<file path="src/rtl/ram_sched_pkg.sv">
// Shared constants and types for the ram_4w4r write-port scheduler.
package ram_sched_pkg;

   localparam int RAM_WR_PORTS = 4;
   localparam int SCHED_ADDR_W = 7;
   localparam int SCHED_DATA_W = 64;
   // Up to NUM_REQ-1 (<= 15) requests can be deferred in one cycle.
   localparam int DEFER_W      = 5;

   function automatic int ptr_width(input int n);
      return (n > 1) ? $clog2(n) : 1;
   endfunction

   typedef struct packed {
      logic                    val;
      logic [SCHED_ADDR_W-1:0] addr;
      logic [SCHED_DATA_W-1:0] data;
   } wr_port_t;

endpackage

</file>
<file path="src/rtl/ram_wr_sched_pick.sv">
// Round-robin pick of up to four address-distinct write requests per cycle.
module ram_wr_sched_pick
   import ram_sched_pkg::*;
#(
   parameter int  NUM_REQ        = 8,
   parameter int  RAM_ADDR_WIDTH = 7,
   localparam int PTR_W          = ptr_width(NUM_REQ)
) (
   input  logic [PTR_W-1:0]                      rr_ptr,
   input  logic [NUM_REQ-1:0]                    req_val,
   input  logic [NUM_REQ*RAM_ADDR_WIDTH-1:0]     req_addr,
   output logic [NUM_REQ-1:0]                    req_rdy,
   output logic [RAM_WR_PORTS-1:0][PTR_W-1:0]    port_idx,
   output logic [RAM_WR_PORTS-1:0]               port_val,
   output logic [DEFER_W-1:0]                    defer_cnt,
   output logic [PTR_W-1:0]                      rr_next
);

   logic [RAM_WR_PORTS-1:0][RAM_ADDR_WIDTH-1:0] gnt_addr;
   logic [2:0]                                  gnt_n;
   logic [PTR_W-1:0]                            idx;
   logic [RAM_ADDR_WIDTH-1:0]                   addr;
   logic                                        clash;

   always_comb begin
      req_rdy   = '0;
      port_idx  = '0;
      port_val  = '0;
      defer_cnt = '0;
      rr_next   = rr_ptr;
      gnt_addr  = '0;
      gnt_n     = '0;
      idx       = '0;
      addr      = '0;
      clash     = 1'b0;
      for (int s = 0; s < NUM_REQ; s++) begin
         idx   = PTR_W'((int'(rr_ptr) + s) % NUM_REQ);
         addr  = req_addr[idx*RAM_ADDR_WIDTH +: RAM_ADDR_WIDTH];
         clash = 1'b0;
         for (int g = 0; g < RAM_WR_PORTS; g++) begin
            if (g < int'(gnt_n) && gnt_addr[g] == addr) clash = 1'b1;
         end
         // Once all four ports are taken, a clash no longer counts as a deferral.
         if (req_val[idx] && gnt_n < 3'(RAM_WR_PORTS)) begin
            if (clash) begin
               defer_cnt = defer_cnt + DEFER_W'(1);
            end else begin
               req_rdy[idx]            = 1'b1;
               port_idx[gnt_n[1:0]]    = idx;
               port_val[gnt_n[1:0]]    = 1'b1;
               gnt_addr[gnt_n[1:0]]    = addr;
               gnt_n                   = gnt_n + 3'd1;
               rr_next                 = PTR_W'((int'(idx) + 1) % NUM_REQ);
            end
         end
      end
   end

endmodule

</file>
<file path="src/rtl/ram_4w_wr_sched.sv">
// Write-port scheduler for ram_4w4r: grants up to four same-cycle writes with
// distinct addresses and presents them on w0..w3 through one register stage.
module ram_4w_wr_sched
   import ram_sched_pkg::*;
#(
   parameter int NUM_REQ        = 8,
   parameter int RAM_DEPTH      = 128,
   parameter int RAM_ADDR_WIDTH = SCHED_ADDR_W,
   parameter int RAM_DATA_WIDTH = SCHED_DATA_W,
   parameter int CNT_WIDTH      = 16
) (
   input  logic                              clk,
   input  logic                              rst_n,
   input  logic [NUM_REQ-1:0]                req_val,
   input  logic [NUM_REQ*RAM_ADDR_WIDTH-1:0] req_addr,
   input  logic [NUM_REQ*RAM_DATA_WIDTH-1:0] req_data,
   output logic [NUM_REQ-1:0]                req_rdy,
   output logic                              w0_val,
   output logic                              w1_val,
   output logic                              w2_val,
   output logic                              w3_val,
   output logic [RAM_ADDR_WIDTH-1:0]         w0_addr,
   output logic [RAM_ADDR_WIDTH-1:0]         w1_addr,
   output logic [RAM_ADDR_WIDTH-1:0]         w2_addr,
   output logic [RAM_ADDR_WIDTH-1:0]         w3_addr,
   output logic [RAM_DATA_WIDTH-1:0]         w0_data,
   output logic [RAM_DATA_WIDTH-1:0]         w1_data,
   output logic [RAM_DATA_WIDTH-1:0]         w2_data,
   output logic [RAM_DATA_WIDTH-1:0]         w3_data,
   output logic [CNT_WIDTH-1:0]              conflict_cnt
);

   localparam int PTR_W = ptr_width(NUM_REQ);

   if (RAM_DEPTH > (1 << RAM_ADDR_WIDTH)) begin : g_depth_chk
      $error("RAM_DEPTH does not fit in RAM_ADDR_WIDTH");
   end

   logic [PTR_W-1:0]                   rr_q, rr_d, rr_next;
   logic [CNT_WIDTH-1:0]               cnt_q, cnt_d;
   wr_port_t [RAM_WR_PORTS-1:0]        port_q, port_d;
   logic [NUM_REQ-1:0]                 pick_rdy;
   logic [RAM_WR_PORTS-1:0][PTR_W-1:0] port_idx;
   logic [RAM_WR_PORTS-1:0]            port_val;
   logic [DEFER_W-1:0]                 defer_cnt;

   function automatic logic [CNT_WIDTH-1:0] sat_add(input logic [CNT_WIDTH-1:0] a,
                                                    input logic [DEFER_W-1:0]   b);
      logic [CNT_WIDTH:0] s;
      s = {1'b0, a} + {{(CNT_WIDTH+1-DEFER_W){1'b0}}, b};
      return s[CNT_WIDTH] ? '1 : s[CNT_WIDTH-1:0];
   endfunction

   ram_wr_sched_pick #(
      .NUM_REQ        (NUM_REQ),
      .RAM_ADDR_WIDTH (RAM_ADDR_WIDTH)
   ) u_pick (
      .rr_ptr    (rr_q),
      .req_val   (req_val),
      .req_addr  (req_addr),
      .req_rdy   (pick_rdy),
      .port_idx  (port_idx),
      .port_val  (port_val),
      .defer_cnt (defer_cnt),
      .rr_next   (rr_next)
   );

   // Grants are suppressed during reset so nothing is lost by a requester.
   assign req_rdy = rst_n ? pick_rdy : '0;

   always_comb begin
      port_d = '0;
      for (int k = 0; k < RAM_WR_PORTS; k++) begin
         if (port_val[k]) begin
            port_d[k].val  = 1'b1;
            port_d[k].addr = req_addr[port_idx[k]*RAM_ADDR_WIDTH +: RAM_ADDR_WIDTH];
            port_d[k].data = req_data[port_idx[k]*RAM_DATA_WIDTH +: RAM_DATA_WIDTH];
         end
      end
      rr_d  = rr_next;
      cnt_d = sat_add(cnt_q, defer_cnt);
   end

   always_ff @(posedge clk) begin
      if (!rst_n) begin
         rr_q   <= '0;
         cnt_q  <= '0;
         port_q <= '0;
      end else begin
         rr_q   <= rr_d;
         cnt_q  <= cnt_d;
         port_q <= port_d;
      end
   end

   assign w0_val  = port_q[0].val;
   assign w1_val  = port_q[1].val;
   assign w2_val  = port_q[2].val;
   assign w3_val  = port_q[3].val;
   assign w0_addr = port_q[0].addr;
   assign w1_addr = port_q[1].addr;
   assign w2_addr = port_q[2].addr;
   assign w3_addr = port_q[3].addr;
   assign w0_data = port_q[0].data;
   assign w1_data = port_q[1].data;
   assign w2_data = port_q[2].data;
   assign w3_data = port_q[3].data;
   assign conflict_cnt = cnt_q;

endmodule

</file>
<file path="config.mk">
export PLATFORM = sky130hd
export DESIGN_NAME = ram_4w_wr_sched
export DESIGN_NICKNAME = d
export VERILOG_FILES = /design/src/rtl/ram_sched_pkg.sv /design/src/rtl/ram_wr_sched_pick.sv /design/src/rtl/ram_4w_wr_sched.sv
export SDC_FILE = /design/constraint.sdc
export NUM_CORES = 2
export LEC_CHECK = 0
export CAP_MARGIN = 20
export CORE_AREA = 4 4 347 349
export CTS_CLUSTER_SIZE = 28
export DETAILED_ROUTE_END_ITERATION = 8
export DIE_AREA = 0 0 351 353
export PLACE_DENSITY = 0.67
export SLEW_MARGIN = 40
export SYNTH_ARGS = -nofsm -noshare
export SYNTH_HDL_FRONTEND = slang
export SYNTH_SLANG_ARGS = --single-unit
export TNS_END_PERCENT = 5
</file>
<file path="constraint.sdc">
create_clock -name clk -period 17.75 [get_ports clk]
set_input_delay 4.4375 -clock clk [delete_from_list [all_inputs] [get_ports clk]]
set_output_delay 4.4375 -clock clk [all_outputs]
set_load 0.05 [all_outputs]
</file>
; Word-level counts from Yosys, hierarchy flattened
; Cells that the tools add are included.
[totals]
regBits = 307
inputBits = 578
output_inout_bits = 312
[op_classes]
add_sub_neg = 27
multipliers = 12
order_cmp = 65
eq_ne = 25
shifts = 16
mux = 219
n_bitwise = 14
n_reduce_logical = 55
[ops]
columns = cell, count
row1 = variable part select 512 x 10 -> 64 bit, 4
row2 = variable part select 56 x 7 -> 7 bit, 12
row3 = 2-to-1 mux 28 bit, 12
row4 = 2-to-1 mux 72 bit, 4
row5 = == test 7 bit, 25
row6 = bitwise mux 28 bit, 6
row7 = 2-to-1 mux 12 bit, 14
row8 = 2-to-1 mux 8 bit, 16
row9 = 2-to-1 mux 3 bit, 35
row10 = bitwise mux 12 bit, 7
row11 = demux 7 bit (select 2 bit), 6
row12 = "multiplier 3 x 3 -> 6 bit, second input constant", 12
row13 = 2-to-1 mux 5 bit, 13
row14 = 2-to-1 mux 4 bit, 14
row15 = bitwise OR 8 bit, 7
row16 = 2-to-1 mux 1 bit, 54
row17 = logical AND 1 bit, 50
row18 = 2-to-1 mux 7 bit, 7
row19 = demux 3 bit (select 2 bit), 7
row20 = "adder 3 x 1 -> 3 bit, second input constant", 13
row21 = "< comparator 1 x 3 -> 1 bit, first input constant", 12
row22 = "< comparator 2 x 3 -> 1 bit, first input constant", 12
row23 = "< comparator 3 x 4 -> 1 bit, second input constant", 8
row24 = "adder 5 x 1 -> 5 bit, second input constant", 6
row25 = 20 further kinds, 77

; Logic depth before layout (Yosys ltp)
[logic_depth]
depth_word = 62
mapped_depth = 67
ltp_nobuf = 56

; Hierarchy
; Synthesis repeated with hierarchy kept, for this count alone.
[hier_totals]
hier_cells = 3214
area_unflattened_um2 = 35665.5
[modules_own_cells]
columns = mod, instances, cells_per_inst, area_each_um2
row1 = ram_4w_wr_sched, 1, 1730, 24594.8
row2 = ram_wr_sched_pick, 1, 1484, 11070.6

; Worst setup path before layout
; No wires, ideal clock.
[synth_timing]
path_kind = input -> output
from = input port req_addr[49]
to = output port req_rdy[2]
arrival_ns = 14.789
setup_slack_ns = -1.476
cell_stages = 45
path_buffers = 8
path_cell_list = clkbuf_1 mux2_2 mux4_2 and3_1 nor4b_2 a41oi_1 inv_2 nand2_1 inv_2 ha_1 nand4_1 or4_1 a21boi_1 o31a_2 buf_6 and3_4 buf_6 a21oi_4 [9 not listed] nor3_1 o31a_1 and4_4 buf_6 nor3_4 mux2_2 a221oi_1 a22oi_2 buf_6 nand2_2 mux2i_2 o2111ai_2 a211o_1 buf_2 mux2_2 mux2i_1 nor2_1 a211oi_1
[synth_between]
elab_chain_len = 59
[synth_rtl]
columns = item, line_no
row1 = from (decl), ram_4w_wr_sched.sv:15  ; input logic [NUM_REQ*RAM_ADDR_WIDTH-1:0] req_addr,
row2 = variable part select 56 x 7 -> 7 bit, ram_wr_sched_pick.sv:38  ; addr = req_addr[idx*RAM_ADDR_WIDTH +: RAM_ADDR_WIDTH];
row3 = 2-to-1 mux 7 bit, ram_wr_sched_pick.sv:44  ; if (req_val[idx] && gnt_n < 3'(RAM_WR_PORTS)) begin
row4 = == test 7 bit, ram_wr_sched_pick.sv:41  ; if (g < int'(gnt_n) && gnt_addr[g] == addr) clash = 1'b1;
row5 = logical AND 1 bit, ram_wr_sched_pick.sv:41
row6 = 2-to-1 mux 1 bit (4 in series), ram_wr_sched_pick.sv:41
row7 = 2-to-1 mux 3 bit or 2-to-1 mux 28 bit (tied branches), ram_wr_sched_pick.sv:45  ; if (clash) begin
row8 = 2-to-1 mux 3 bit or 2-to-1 mux 28 bit (tied branches), ram_wr_sched_pick.sv:44
row9 = < comparator 1 x 3 -> 1 bit or == test 7 bit (tied branches), ram_wr_sched_pick.sv:41
row10 = [37 not listed], --
row11 = 2-to-1 mux 3 bit or 2-to-1 mux 28 bit (tied branches), ram_wr_sched_pick.sv:45
row12 = 2-to-1 mux 3 bit or 2-to-1 mux 28 bit (tied branches), ram_wr_sched_pick.sv:44
row13 = < comparator 1 x 3 -> 1 bit or == test 7 bit (tied branches), ram_wr_sched_pick.sv:41
row14 = logical AND 1 bit, ram_wr_sched_pick.sv:41
row15 = 2-to-1 mux 1 bit (4 in series), ram_wr_sched_pick.sv:41
row16 = 2-to-1 mux 8 bit, ram_wr_sched_pick.sv:45
row17 = 2-to-1 mux 8 bit *, ram_wr_sched_pick.sv:44
row18 = 2-to-1 mux 8 bit *, ram_4w_wr_sched.sv:69  ; assign req_rdy = rst_n ? pick_rdy : '0;
row19 = to (decl), ram_4w_wr_sched.sv:17  ; output logic [NUM_REQ-1:0] req_rdy,
; Every way passes the cells marked *; elsewhere a longest branch is shown, timed or not.

; Final worst setup path
[layout_timing]
from = input port req_addr[6]
to = output port req_rdy[3]
; The elaborated chain is that of the path after synthesis.

==> flow_summary.ini <==
[route]
wl_mm = 227
drc_errors = 0
drt_iter0_markers = 5520
wl_per_cell_um = 33.6
ant_nets = 0
viasPerCell = 6.31
firstDrtPassIters = 7
vias = 42700

[critical_path]
worstSetupPathType = in -> out
start_kind = input pin
crit_end = req_rdy[3]
startpoint = req_addr[6]
r2r_cells = 57
slowest_delay_ns = 0.50
cp_num_buf_inv = 13
required_ns = 13.31
critPathSlowestCell = mux4_2
cp_data_arrival_time_ns = 13.45
r2r_setup_slack_ns = 4.08
rr_endpoint = conflict_cnt[1]
cp_top_family = compound AO/OA/AOI/OAI gates
path_depth = 46
crit_fanout = 8
cp-end-kind = output pin
rr_startpoint = rr_q[0]

[timing]
max_freq_mhz = 55.9
finalSetupTns_ns = -0.627
rsz0062_at_grt = yes
period_share_pct = 101
hold_viol_final = 0
finalSetupViolations = 8
whs_ns = 0.567
skew_ns = 0.0180
slew_headroom_pct = 29.4
drv_slew = 0
max_slew.worst_pin.slew_ns = 1.06
fin_crit_ns = 17.89
layout_setup_ws_ns = -0.141

[synth]
yosys_warnings = 0
yosysTopAreaCellShare_pct = 24.4
synth_top_area_cell = mux2i_1
seq_area_frac_synth_pct = 16.9
synthFlopType = dfxtp_1
synth.cell_area_um2 = 36400
synth_fp_nets = 4592
ys_ff_latch = 307
async_flop_share_pct = 0
syn_inst = 3970
synth-edff-count = 0
synth_cell_types = 110
synth.area.top_cells = mux2i_1 24%, dfxtp_1 17%, mux4_2 13%
syn_area_per_cell_um2 = 9.16

[grt]
grt_max_degree = 112
grt_pass1_wl_mm = 313
grt-ovfl-total = 0
antenna_found_initial = 61
grt_pass1_vias = 41100
grt_util_all_layers_pct = 34.7

[placement]
port_buffers = 889
place_congestion = 1.08
post-place-cells = 6574
hpwl_mm = 171

[hold_path]
hp-class = reg -> reg
min_from = conflict_cnt[12]

[die]
num_rows = 126
die_w_um = 351
num_io_pins = 890
start_util_pct = 31.0
dieArea_um2 = 124000
core_area_um2 = 117000
die_h_um = 353

[finish]
layout.cells.non_filler = 6769
drive_gt1_share_pct = 26.5
mostFrequentLayoutCells = 865 x mux2i_1, 797 x clkdlybuf4s50_1, 571 x buf_4, 336 x nand2_1, 304 x dfxtp_1
syn2layout_area_growth_pct = 46.9
final_common_cell = mux2i_1
nets = 5773
post-route-util_pct = 45.5

[clock_tree]
cts_buffer_depth = 3
root_buffer = clkbuf_16
clk_latency_ns = 0.62
cts_tree = yes
clk_pin_slew_ns = 0.06
cts_inserted_buffers = 43
cts_max_level = 2
hold_buffers = 0
cts_num_sinks = 307

[run_status]
status = finished with violations
violations = setup timing

[job]
maxCapViolations = 0
[worst register-to-register path, delay by kind of cell (launching register included)]
| kind | cells | cell delay, ns |
|---|---|---|
| muxes | 3 | 1.19 |
| AOI/OAI and AO/OA | 20 | 3.90 |
| and+or+nand+nor | 14 | 3.37 |
| adders and majority gates | 4 | 1.62 |
| DFF | 1 | 0.79 |
| buffers and inverters | 15 | 2.50 |
| xor gates and xnor gates | 1 | 0.27 |
[registers in the layout, summed over array words and instances, names as in the netlist]
name / cells
w0_val: 1
w1_data: 64
w0_data: 64
rr_q: 3
w1_val: 1
conflict_cnt: 16
w3_data: 64
w2_val: 1
w0_addr: 7
w2_addr: 7
w3_addr: 7
w1_addr: 7
w3_val: 1
w2_data: 64
[Yosys cell counts (77+ instances only)]
library cell	instances
a21oi_1	173
o21ai_0	155
xnor2_1	111
mux2i_1	886
buf_2	139
and3_1	86
mux2_2	176
nor2_1	127
a22oi_1	152
a221oi_1	77
clkbuf_1	187
mux4_2	213
o221ai_1	77
nand2_1	342
dfxtp_1	307
[routing by layer]
layer / vias to the layer above / track usage, % / wire length [um]
met1: 20800 / 42.1 / 83800
met2: 3148 / 51.5 / 94900
li1: 17900 / - / -
met3: 804 / 13.6 / 30700
met5: - / 0 / 131
met4: 20 / 21.3 / 17600
[kinds of logic (layout without fill, tap and decap cells)]
group	Yosys count	count (layout)	share of synthesized area, %
mux	1284	1284	43.3
compound gates	927	928	18.3
simple gates	824	825	10.9
buf+inv	446	1660	5.65
flops	307	307	16.9
xor+xnor	138	138	3.38
fa+ha+maj	44	44	1.53
other cells	0	47	0
[stage by stage]
step	area (um2)	setup slack [ns]
CTS	53100	0.00471
detailed placement	50400	-0.973
global placement	50500	-0.916
floorplan	36600	0.00758
finish	53400	-0.141
global route	53400	-0.422
[worst min path at each step]
stage                                   to  slack [ns]  cells after the start
after floorplan           conflict_cnt[12]        0.76                      2
after global placement    conflict_cnt[12]        0.53                      2
after detailed placement  conflict_cnt[14]        0.55                      2
after CTS                 conflict_cnt[12]        0.57                      2
after global routing      conflict_cnt[14]        0.61                      2
final                     conflict_cnt[12]        0.57                      2
[timing repair]
| action | in CTS | in global routing |
|---|---|---|
| endpoints found under the setup margin | 8 | 8 |
| cloned | 3 | 0 |
| pin swaps | 59 | 24 |
| gates resized for setup | 312 | 26 |
| buffers inserted | 58 | 11 |
[final cells by class]
class / instances / area, um2
Antenna cell: 47 / 118
Clock inverter: 24 / 337
Tap cell: 1536 / 1920
Sequential cell: 307 / 6150
Inverter: 63 / 249
Multi-Input combinational cell: 3219 / 29400
Timing Repair Buffer: 1517 / 14000
Clock buffer: 56 / 1240
Fill cell: 11200 / 64000
Power is left out: the tool's default activity adds up to more than one toggle a clock period on the data nets, which glitch-free logic cannot reach.
